`config.mk`:
```
export PLATFORM = sky130hd
export DESIGN_NAME = au_seq_flat
export DESIGN_NICKNAME = d
export VERILOG_FILES = /design/src/rtl/au_pkg.sv /design/src/rtl/au_seq_if.sv /design/src/rtl/au_seq_regfile.sv /design/src/rtl/au_seq.sv /design/src/flat_wrapper.sv
export SDC_FILE = /design/constraint.sdc
export NUM_CORES = 1
export LEC_CHECK = 0
export CAP_MARGIN = 15
export CORE_AREA = 8 8 268 270
export DETAILED_ROUTE_END_ITERATION = 16
export DIE_AREA = 0 0 276 278
export PLACE_DENSITY_LB_ADDON = 0.2
export SLEW_MARGIN = 30
export SYNTH_ARGS = -nofsm -noshare
export SYNTH_HDL_FRONTEND = slang
export SYNTH_SLANG_ARGS = --single-unit
```
`constraint.sdc`:
```
create_clock -name clk -period 3.74 [get_ports clk]
set_clock_uncertainty 0.15 [all_clocks]
set_input_delay 0.748 -clock clk [delete_from_list [all_inputs] [get_ports clk]]
set_output_delay 0.748 -clock clk [all_outputs]
set_load 0.02 [all_outputs]
```
`src/rtl/au_pkg.sv`:
```
// au_pkg: shared width, fixed-point, opcode and FSM-state definitions for the AU sequencer
package au_pkg;
  localparam int W    = 24;
  localparam int FRAC = 14;
  localparam logic [1:0] OP_ADD = 2'b00;
  localparam logic [1:0] OP_SUB = 2'b01;
  localparam logic [1:0] OP_MAC = 2'b10;
  localparam logic [1:0] OP_DIV = 2'b11;
  typedef enum logic [1:0] {S_IDLE, S_ISSUE, S_WAIT, S_WBACK} state_t;
endpackage

```
`src/rtl/au_seq_if.sv`:
```
// au_seq_if: command, AU start/done and response signals between the sequencer and its environment
interface au_seq_if import au_pkg::*; #(parameter int AW = 4);
  logic          cmd_valid;
  logic          cmd_ready;
  logic [1:0]    cmd_op;
  logic [AW-1:0] cmd_dst;
  logic [AW-1:0] cmd_ra;
  logic [AW-1:0] cmd_rb;
  logic [AW-1:0] cmd_rc;
  logic          au_start;
  logic [1:0]    au_ctl_d;
  logic [W-1:0]  au_R;
  logic [W-1:0]  au_S;
  logic [W-1:0]  au_I;
  logic [W-1:0]  au_result;
  logic          au_done;
  logic          rsp_valid;
  logic [W-1:0]  rsp_data;
  modport master (
    input  cmd_valid, cmd_op, cmd_dst, cmd_ra, cmd_rb, cmd_rc, au_result, au_done,
    output cmd_ready, au_start, au_ctl_d, au_R, au_S, au_I, rsp_valid, rsp_data
  );
  modport slave (
    output cmd_valid, cmd_op, cmd_dst, cmd_ra, cmd_rb, cmd_rc, au_result, au_done,
    input  cmd_ready, au_start, au_ctl_d, au_R, au_S, au_I, rsp_valid, rsp_data
  );
endinterface

```
`src/rtl/au_seq_regfile.sv`:
```
// au_seq_regfile: NREG x W register file, one write port (AU writeback beats host), operand and host read ports
module au_seq_regfile import au_pkg::*; #(
  parameter  int NREG = 16,
  localparam int AW   = $clog2(NREG)
) (
  input  logic          clk,
  input  logic          rst_n,
  input  logic          wb_en,
  input  logic [AW-1:0] wb_addr,
  input  logic [W-1:0]  wb_data,
  input  logic          wr_en,
  input  logic [AW-1:0] wr_addr,
  input  logic [W-1:0]  wr_data,
  input  logic [AW-1:0] ra,
  input  logic [AW-1:0] rb,
  input  logic [AW-1:0] rc,
  output logic [W-1:0]  qa,
  output logic [W-1:0]  qb,
  output logic [W-1:0]  qc,
  input  logic [AW-1:0] rd_addr,
  output logic [W-1:0]  rd_data
);
  logic [NREG-1:0][W-1:0] mem;
  assign qa      = mem[ra];
  assign qb      = mem[rb];
  assign qc      = mem[rc];
  assign rd_data = mem[rd_addr];
  // single write port: a same-cycle AU writeback overrides the host write
  always_ff @(posedge clk or negedge rst_n)
    if (!rst_n) mem <= '0;
    else if (wb_en) mem[wb_addr] <= wb_data;
    else if (wr_en) mem[wr_addr] <= wr_data;
endmodule

```
`src/rtl/au_seq.sv`:
```
// au_seq: AU command initiator; fetches operands, drives start, waits for done, writes back (optional AU_SEQ_TIMEOUT_EN watchdog)
module au_seq import au_pkg::*; #(
`ifdef AU_SEQ_TIMEOUT_EN
  parameter  int TIMEOUT = 63,
`endif
  parameter  int NREG = 16,
  localparam int AW   = $clog2(NREG)
) (
  input  logic          clk,
  input  logic          rst_n,
  au_seq_if.master      bus,
  input  logic          wr_en,
  input  logic [AW-1:0] wr_addr,
  input  logic [W-1:0]  wr_data,
  input  logic [AW-1:0] rd_addr,
  output logic [W-1:0]  rd_data,
  output logic          seq_err
);
  state_t        state;
  logic [AW-1:0] dst;
  logic [W-1:0]  op_r, op_s, op_i;
  au_seq_regfile #(.NREG(NREG)) u_rf (
    .clk     (clk),
    .rst_n   (rst_n),
    .wb_en   (state == S_WBACK),
    .wb_addr (dst),
    .wb_data (bus.rsp_data),
    .wr_en   (wr_en),
    .wr_addr (wr_addr),
    .wr_data (wr_data),
    .ra      (bus.cmd_ra),
    .rb      (bus.cmd_rb),
    .rc      (bus.cmd_rc),
    .qa      (op_r),
    .qb      (op_s),
    .qc      (op_i),
    .rd_addr (rd_addr),
    .rd_data (rd_data)
  );
`ifdef AU_SEQ_TIMEOUT_EN
  localparam int CW = $clog2(TIMEOUT + 1);
  logic [CW-1:0] wcnt;
`else
  assign seq_err = 1'b0;
`endif
  // sequencer FSM; operands are snapshotted at accept so src==dst commands are safe
  always_ff @(posedge clk or negedge rst_n)
    if (!rst_n) begin
      state         <= S_IDLE;
      dst           <= '0;
      bus.cmd_ready <= 1'b0;
      bus.au_start  <= 1'b0;
      bus.au_ctl_d  <= '0;
      bus.au_R      <= '0;
      bus.au_S      <= '0;
      bus.au_I      <= '0;
      bus.rsp_valid <= 1'b0;
      bus.rsp_data  <= '0;
`ifdef AU_SEQ_TIMEOUT_EN
      wcnt          <= '0;
      seq_err       <= 1'b0;
`endif
    end else begin
      bus.au_start  <= 1'b0;
      bus.rsp_valid <= 1'b0;
      case (state)
        S_IDLE:
          if (bus.cmd_valid && bus.cmd_ready) begin
            state         <= S_ISSUE;
            dst           <= bus.cmd_dst;
            bus.cmd_ready <= 1'b0;
            bus.au_start  <= 1'b1;
            bus.au_ctl_d  <= bus.cmd_op;
            bus.au_R      <= op_r;
            bus.au_S      <= op_s;
            bus.au_I      <= (bus.cmd_op == OP_MAC) ? op_i : '0;
          end else bus.cmd_ready <= 1'b1;
        S_ISSUE: begin
          state <= S_WAIT;
`ifdef AU_SEQ_TIMEOUT_EN
          wcnt  <= '0;
`endif
        end
        S_WAIT:
          if (bus.au_done) begin
            state         <= S_WBACK;
            bus.rsp_valid <= 1'b1;
            bus.rsp_data  <= bus.au_result;
          end
`ifdef AU_SEQ_TIMEOUT_EN
          else if (wcnt == CW'(TIMEOUT - 1)) begin
            state         <= S_IDLE;
            bus.cmd_ready <= 1'b1;
            seq_err       <= 1'b1;
          end else wcnt <= wcnt + 1'b1;
`endif
        default: begin
          state         <= S_IDLE;
          bus.cmd_ready <= 1'b1;
        end
      endcase
    end
endmodule
```
`src/flat_wrapper.sv`:
```
// flat-port wrapper written by rule: the top's interface ports become plain ports
module au_seq_flat import au_pkg::*;
#(

  parameter  int NREG = 16,
  localparam int AW   = $clog2(NREG)
)
  (clk, rst_n, wr_en, wr_addr, wr_data, rd_addr, rd_data, seq_err, bus_cmd_valid, bus_cmd_op, bus_cmd_dst, bus_cmd_ra, bus_cmd_rb, bus_cmd_rc, bus_au_result, bus_au_done, bus_cmd_ready, bus_au_start, bus_au_ctl_d, bus_au_R, bus_au_S, bus_au_I, bus_rsp_valid, bus_rsp_data);
  au_seq_if bus_i ();
  input  logic clk;
  input  logic rst_n;
  input  logic wr_en;
  input  logic [AW-1:0] wr_addr;
  input  logic [W-1:0] wr_data;
  input  logic [AW-1:0] rd_addr;
  output logic [W-1:0] rd_data;
  output logic seq_err;
  input wire logic [$bits(bus_i.cmd_valid)-1:0] bus_cmd_valid;
  input wire logic [$bits(bus_i.cmd_op)-1:0] bus_cmd_op;
  input wire logic [$bits(bus_i.cmd_dst)-1:0] bus_cmd_dst;
  input wire logic [$bits(bus_i.cmd_ra)-1:0] bus_cmd_ra;
  input wire logic [$bits(bus_i.cmd_rb)-1:0] bus_cmd_rb;
  input wire logic [$bits(bus_i.cmd_rc)-1:0] bus_cmd_rc;
  input wire logic [$bits(bus_i.au_result)-1:0] bus_au_result;
  input wire logic [$bits(bus_i.au_done)-1:0] bus_au_done;
  output wire logic [$bits(bus_i.cmd_ready)-1:0] bus_cmd_ready;
  output wire logic [$bits(bus_i.au_start)-1:0] bus_au_start;
  output wire logic [$bits(bus_i.au_ctl_d)-1:0] bus_au_ctl_d;
  output wire logic [$bits(bus_i.au_R)-1:0] bus_au_R;
  output wire logic [$bits(bus_i.au_S)-1:0] bus_au_S;
  output wire logic [$bits(bus_i.au_I)-1:0] bus_au_I;
  output wire logic [$bits(bus_i.rsp_valid)-1:0] bus_rsp_valid;
  output wire logic [$bits(bus_i.rsp_data)-1:0] bus_rsp_data;
  assign bus_i.cmd_valid = bus_cmd_valid;
  assign bus_i.cmd_op = bus_cmd_op;
  assign bus_i.cmd_dst = bus_cmd_dst;
  assign bus_i.cmd_ra = bus_cmd_ra;
  assign bus_i.cmd_rb = bus_cmd_rb;
  assign bus_i.cmd_rc = bus_cmd_rc;
  assign bus_i.au_result = bus_au_result;
  assign bus_i.au_done = bus_au_done;
  assign bus_cmd_ready = bus_i.cmd_ready;
  assign bus_au_start = bus_i.au_start;
  assign bus_au_ctl_d = bus_i.au_ctl_d;
  assign bus_au_R = bus_i.au_R;
  assign bus_au_S = bus_i.au_S;
  assign bus_au_I = bus_i.au_I;
  assign bus_rsp_valid = bus_i.rsp_valid;
  assign bus_rsp_data = bus_i.rsp_data;
  au_seq #(.NREG(NREG)) u_core (.clk(clk), .rst_n(rst_n), .bus(bus_i), .wr_en(wr_en), .wr_addr(wr_addr), .wr_data(wr_data), .rd_addr(rd_addr), .rd_data(rd_data), .seq_err(seq_err));
endmodule
```
Word level (Yosys, flattened, before mapping)
Index checks and enable logic that the tools add are counted.
W data, S select, Z words.
- output and inout bits: 126
- bits of input ports: 79
- logic and storage cells: 75
- flip-flop bits (word level): 491
- reductions and logical operators: 9
- mux-type cells: 26
- order comparisons: 8
- equality and inequality tests: 6
- operators with widths (kind ; number):
    $bwmux W384 ; 2
    $mux W384 ; 2
    $bmux W24 S4 ; 4
    $demux W24 S4 ; 2
    $mux W24 ; 7
    $lt A4 B5 Y1 const B ; 6
    $ge A4 B1 Y1 const B ; 2
    $eq A2 B2 Y1 const B ; 3
    $pmux W2 S3 ; 1
    $reduce_and A2 Y1 ; 3
    $mux W1 ; 5
    $mux W2 ; 2
    $logic_and A1 B1 Y1 ; 3
    $eq A2 B1 Y1 const B ; 1
    $logic_not A2 Y1 ; 1
    $ne A2 B1 Y1 const B ; 1
    $ne A2 B2 Y1 const B ; 1
    $pmux W1 S2 ; 1
    $reduce_bool A2 Y1 ; 1
    $reduce_or A2 Y1 ; 1

Longest topological paths before layout
- word-level depth: 7
- depth in mapped cells: 9
- gate-level depth less buffers: 7

Modules after synthesis
From an unflattened synthesis, not the netlist that was laid out.
- cell total of the unflattened synthesis: 3190
- area, all modules: 35967.0 µm²
- modules (own cells, without submodules) (module ; cells an instance ; area an instance (µm²) ; sequential area each (µm²) ; instances):
    au_seq_regfile ; 2898 ; 31823.0 ; 9609.2 ; 1
    au_seq ; 292 ; 4144.0 ; 2677.6 ; 1

Worst setup path before layout
No wires, ideal clock.
- path type: input -> output
- start: input rd_addr[1]
- end: output rd_data[0]
- data required time: 2.842 ns
- stages on the path: 5
- path slack: 0.488 ns
- arrival: 2.354 ns
- buffers on the path: 3
- path through: clkbuf_1 buf_2 buf_1 mux4_2 mux4_2
- word-level cells in the longest chain between the ends: 2
- RTL lines (element ; line ; RTL):
    start: declaration ; flat_wrapper.sv:15 ; input logic [AW-1:0] rd_addr;
    $bmux W24 S4 ; au_seq_regfile.sv:27 ; assign rd_data = mem[rd_addr];
    $mux W24 (implied by the code) ; au_seq_regfile.sv:27 ;
    end: declaration ; flat_wrapper.sv:16 ; output logic [W-1:0] rd_data;
No other way between the ends. The select of a mux whose other input is x is not followed.

Worst setup path after layout
- start: input rd_addr[0]
- end: output rd_data[19]
The elaborated chain is that of the path after synthesis.

==> flow_summary.toml <==
[setup_path]
regToRegSetupSlack_ns = 0.56
r2r_start = "u_core.state[1]"
arrival_ns = 2.80
critPathMostFrequentCell = "mux4_2"
reg2reg_depth = 6
critical_path.top_delay_family = "buffers and inverters"
cp_cell_sequence = "buf_8 > buf_6 > mux4_2 > mux4_2 > clkdlybuf4s50_1"
cp_slowest_cell = "clkdlybuf4s50_1"
r2r_end = "u_core.u_rf.mem[130]"
crit_type = "input port to output pin"
cp.buffers_inverters = 3
crit_path_start = "rd_addr[0]"
slowest_delay_ns = 0.57
critical_path.max_fanout = 11
cp.required_ns = 2.84
startpoint_type = "input port"
crit_path_end_kind = "output pin"

[detailed_routing]
wl_per_cell_um = 39.03
ant_nets = 0
dr.first_iter.drc_count = 4333
firstDrtPassIters = 8
wirelength_mm = 140.0
routed-via-count = 28500
drt_drc_violations_left = 0
routed_via_density = 7.948

[yosys]
synthCells = 2572
synth_top_flop_cell = "dfrtp_1"
syn-cell-area_um2 = 33420
yosysMostFrequentCell = "dfrtp_1"
synth_nets = 2654
async_flop_share_pct = 100.0
synth_top_cells_by_count = "dfrtp_1, mux2_2, mux4_2"
synth.avg_cell_area_um2 = 12.99
ys_top_cells_by_area = "dfrtp_1, mux4_2, mux2_2, o22ai_1, mux2i_1"
ys_warn_count = 0
synth_seq_cells = 491
yosysTopAreaCellShare_pct = 36.76
ys_seq_area_share_pct = 36.76
synth_edf_count = 0
ys_types = 45
yosysTopAreaCell = "dfrtp_1"

[global_routing]
first_global_vias = 29060
grt-ovfl-total = 0
antenna_found_initial = 2
grt_usage_pct = 35.50
grt_start_max_net_pins = 88
grt_pass1_wl_mm = 203.1

[floorplanning]
die_area_um2 = 76730
dieHeight_um = 278
io-pin-count = 205
start_util_pct = 49.34
core_area_um2 = 67750
chipWidth_um = 276
rows = 96

[place]
io_buffers = 203
place_hpwl_mm = 87.03
placed_area_um2 = 36850
dp_worst_setup_slack_ns = -0.08046
gp_congestion = 0.9296

[power]
peakVddDrop_mv = 0.3797
cellPowerDensity_nw_per_um2 = 748.2
p_leak_nw = 15.82

[clock_tree]
cts_tree = "built"
clk_pin_slew_ns = 0.06
postCtsSetupBuffers = 0
root_buffer = "clkbuf_16"
cts.sinks = 491
htreeDepth = 2
clockBufferDepth = 3
clkLatencyLatePin_ns = 0.63
cts_buffers = 56

[layout]
nets = 2740
fin_util_pct = 57.25
layout-drive-gt1-share_pct = 38.02
final_area_um2 = 38780
fillers = 5430
areaGrowthSynthToFinish_pct = 16.04

[worst_hold_path]
hold_end = "u_core.bus.au_ctl_d[0]"
min_path_type = "register to register"
worstHoldPathCells = 2
worstHoldStart = "u_core.bus.au_ctl_d[0]"

[timing]
holdWs_ns = 0.3434
finalSetupViolCount = 0
tns_ns = 0
layout_setup_ws_ns = 0.04283
relSlewSlack_pct = 31.89
hold_violations = 0
min_period_ns = 3.697
drv_slew = 0
tightest_slew_ns = 1.019
min_period_over_period_pct = 98.85
rsz0062_at_grt = "false"
max_freq_mhz = 270.5

[flow_run]
cap_violations = 0

[outcome]
outcome = "completed"
-- report_power, final --
| group | switching, mW | internal [mW] |
|---|---|---|
| sequential | 3.25 | 7.58 |
| clock | 2.38 | 3.44 |
| combinational | 5.90 | 6.48 |
-- per-layer routing --
| layer | global-route usage [%] | vias up | wire, µm |
|---|---|---|---|
| li1 | - | 10620 | - |
| met1 | 45.27 | 14630 | 49750 |
| met2 | 50.29 | 2711 | 58760 |
| met3 | 16.16 | 541 | 22480 |
| met4 | 18.99 | 4 | 8890 |
| met5 | 0.4372 | - | 67 |
-- kinds of logic after synthesis --
group                    Yosys count  synth area share (%)
AO/OA/AOI/OAI                    619                 12.50
adder cells (fa/ha/maj)            3                0.1123
buffers and inverters            320                 4.650
flip-flops                       491                 36.76
multiplexers                     915                 43.14
other                              1               0.01122
AND/OR/NAND/NOR                  223                 2.823
-- through the flow --
| stage | cells | power, mW |
|---|---|---|
| floorplan | 2572 | 17.64 |
| global placement | 3481 | 22.41 |
| detailed placement | 3481 | 22.88 |
| CTS | 3583 | 28.62 |
| global route | 3583 | 29.94 |
| finish | 3586 | 29.02 |
-- placed cells by master (no fill, tap or decap), types with 24 or more instances in the layout --
cell type	count
o22a_1	24
a22oi_1	48
nand2_1	147
a221o_1	24
mux2i_1	95
o22ai_1	361
mux4_2	376
clkdlybuf4s50_1	171
a22o_1	38
buf_12	50
buf_4	91
mux2_2	382
mux2_1	62
dfrtp_1	491
clkbuf_16	57
o21ai_0	81
-- worst max-delay path by stage --
stage / endpoint / slack [ns] / cells past startpoint
floorplan: rd_data[0] / 0.49 / 5
global placement: rd_data[17] / -0.06 / 5
detailed placement: rd_data[17] / -0.08 / 5
CTS: rd_data[17] / -0.02 / 5
global route: rd_data[19] / 0.006 / 5
finish: rd_data[19] / 0.04 / 5
-- worst register-to-register path: cells and delay by family, from the launching register on --
kind,cells,cell delay (ns)
and+or+nand+nor,1,0.77
buffers and inverters,2,0.55
adders and majority gates,1,0.53
DFF,1,0.37
muxes,1,0.35
AOI/OAI and AO/OA,1,0.34
-- timing repair --
item / in CTS / in global routing
hold endpoints to repair: 39 / 0
hold buffers: 1 / 0
endpoints found under the setup margin: 17 / 6
gates resized for setup: 19 / 3
-- final cells by class --
cell class | count | area [µm²] | area share (%)
inverters | 6 | 22.52 | 0.05807
repair buffers | 342 | 3694 | 9.524
diodes | 3 | 7.507 | 0.01936
clock inverters | 17 | 221.5 | 0.5710
well taps | 882 | 1104 | 2.845
flip-flops and latches | 491 | 12290 | 31.68
multi-input cells | 1761 | 19760 | 50.95
clock buffers | 84 | 1688 | 4.352
-- registers in the layout (all words and copies together), names as in the netlist --
| name | cells |
|---|---|
| u_core.state | 2 |
| u_core.bus.au_start | 1 |
| u_core.dst | 4 |
| u_core.bus.au_I | 24 |
| u_core.bus.rsp_data | 24 |
| u_core.bus.rsp_valid | 1 |
| u_core.bus.cmd_ready | 1 |
| u_core.u_rf.mem | 384 |
| u_core.bus.au_R | 24 |
| u_core.bus.au_S | 24 |
| u_core.bus.au_ctl_d | 2 |
Power figures use the tool's default switching activity.
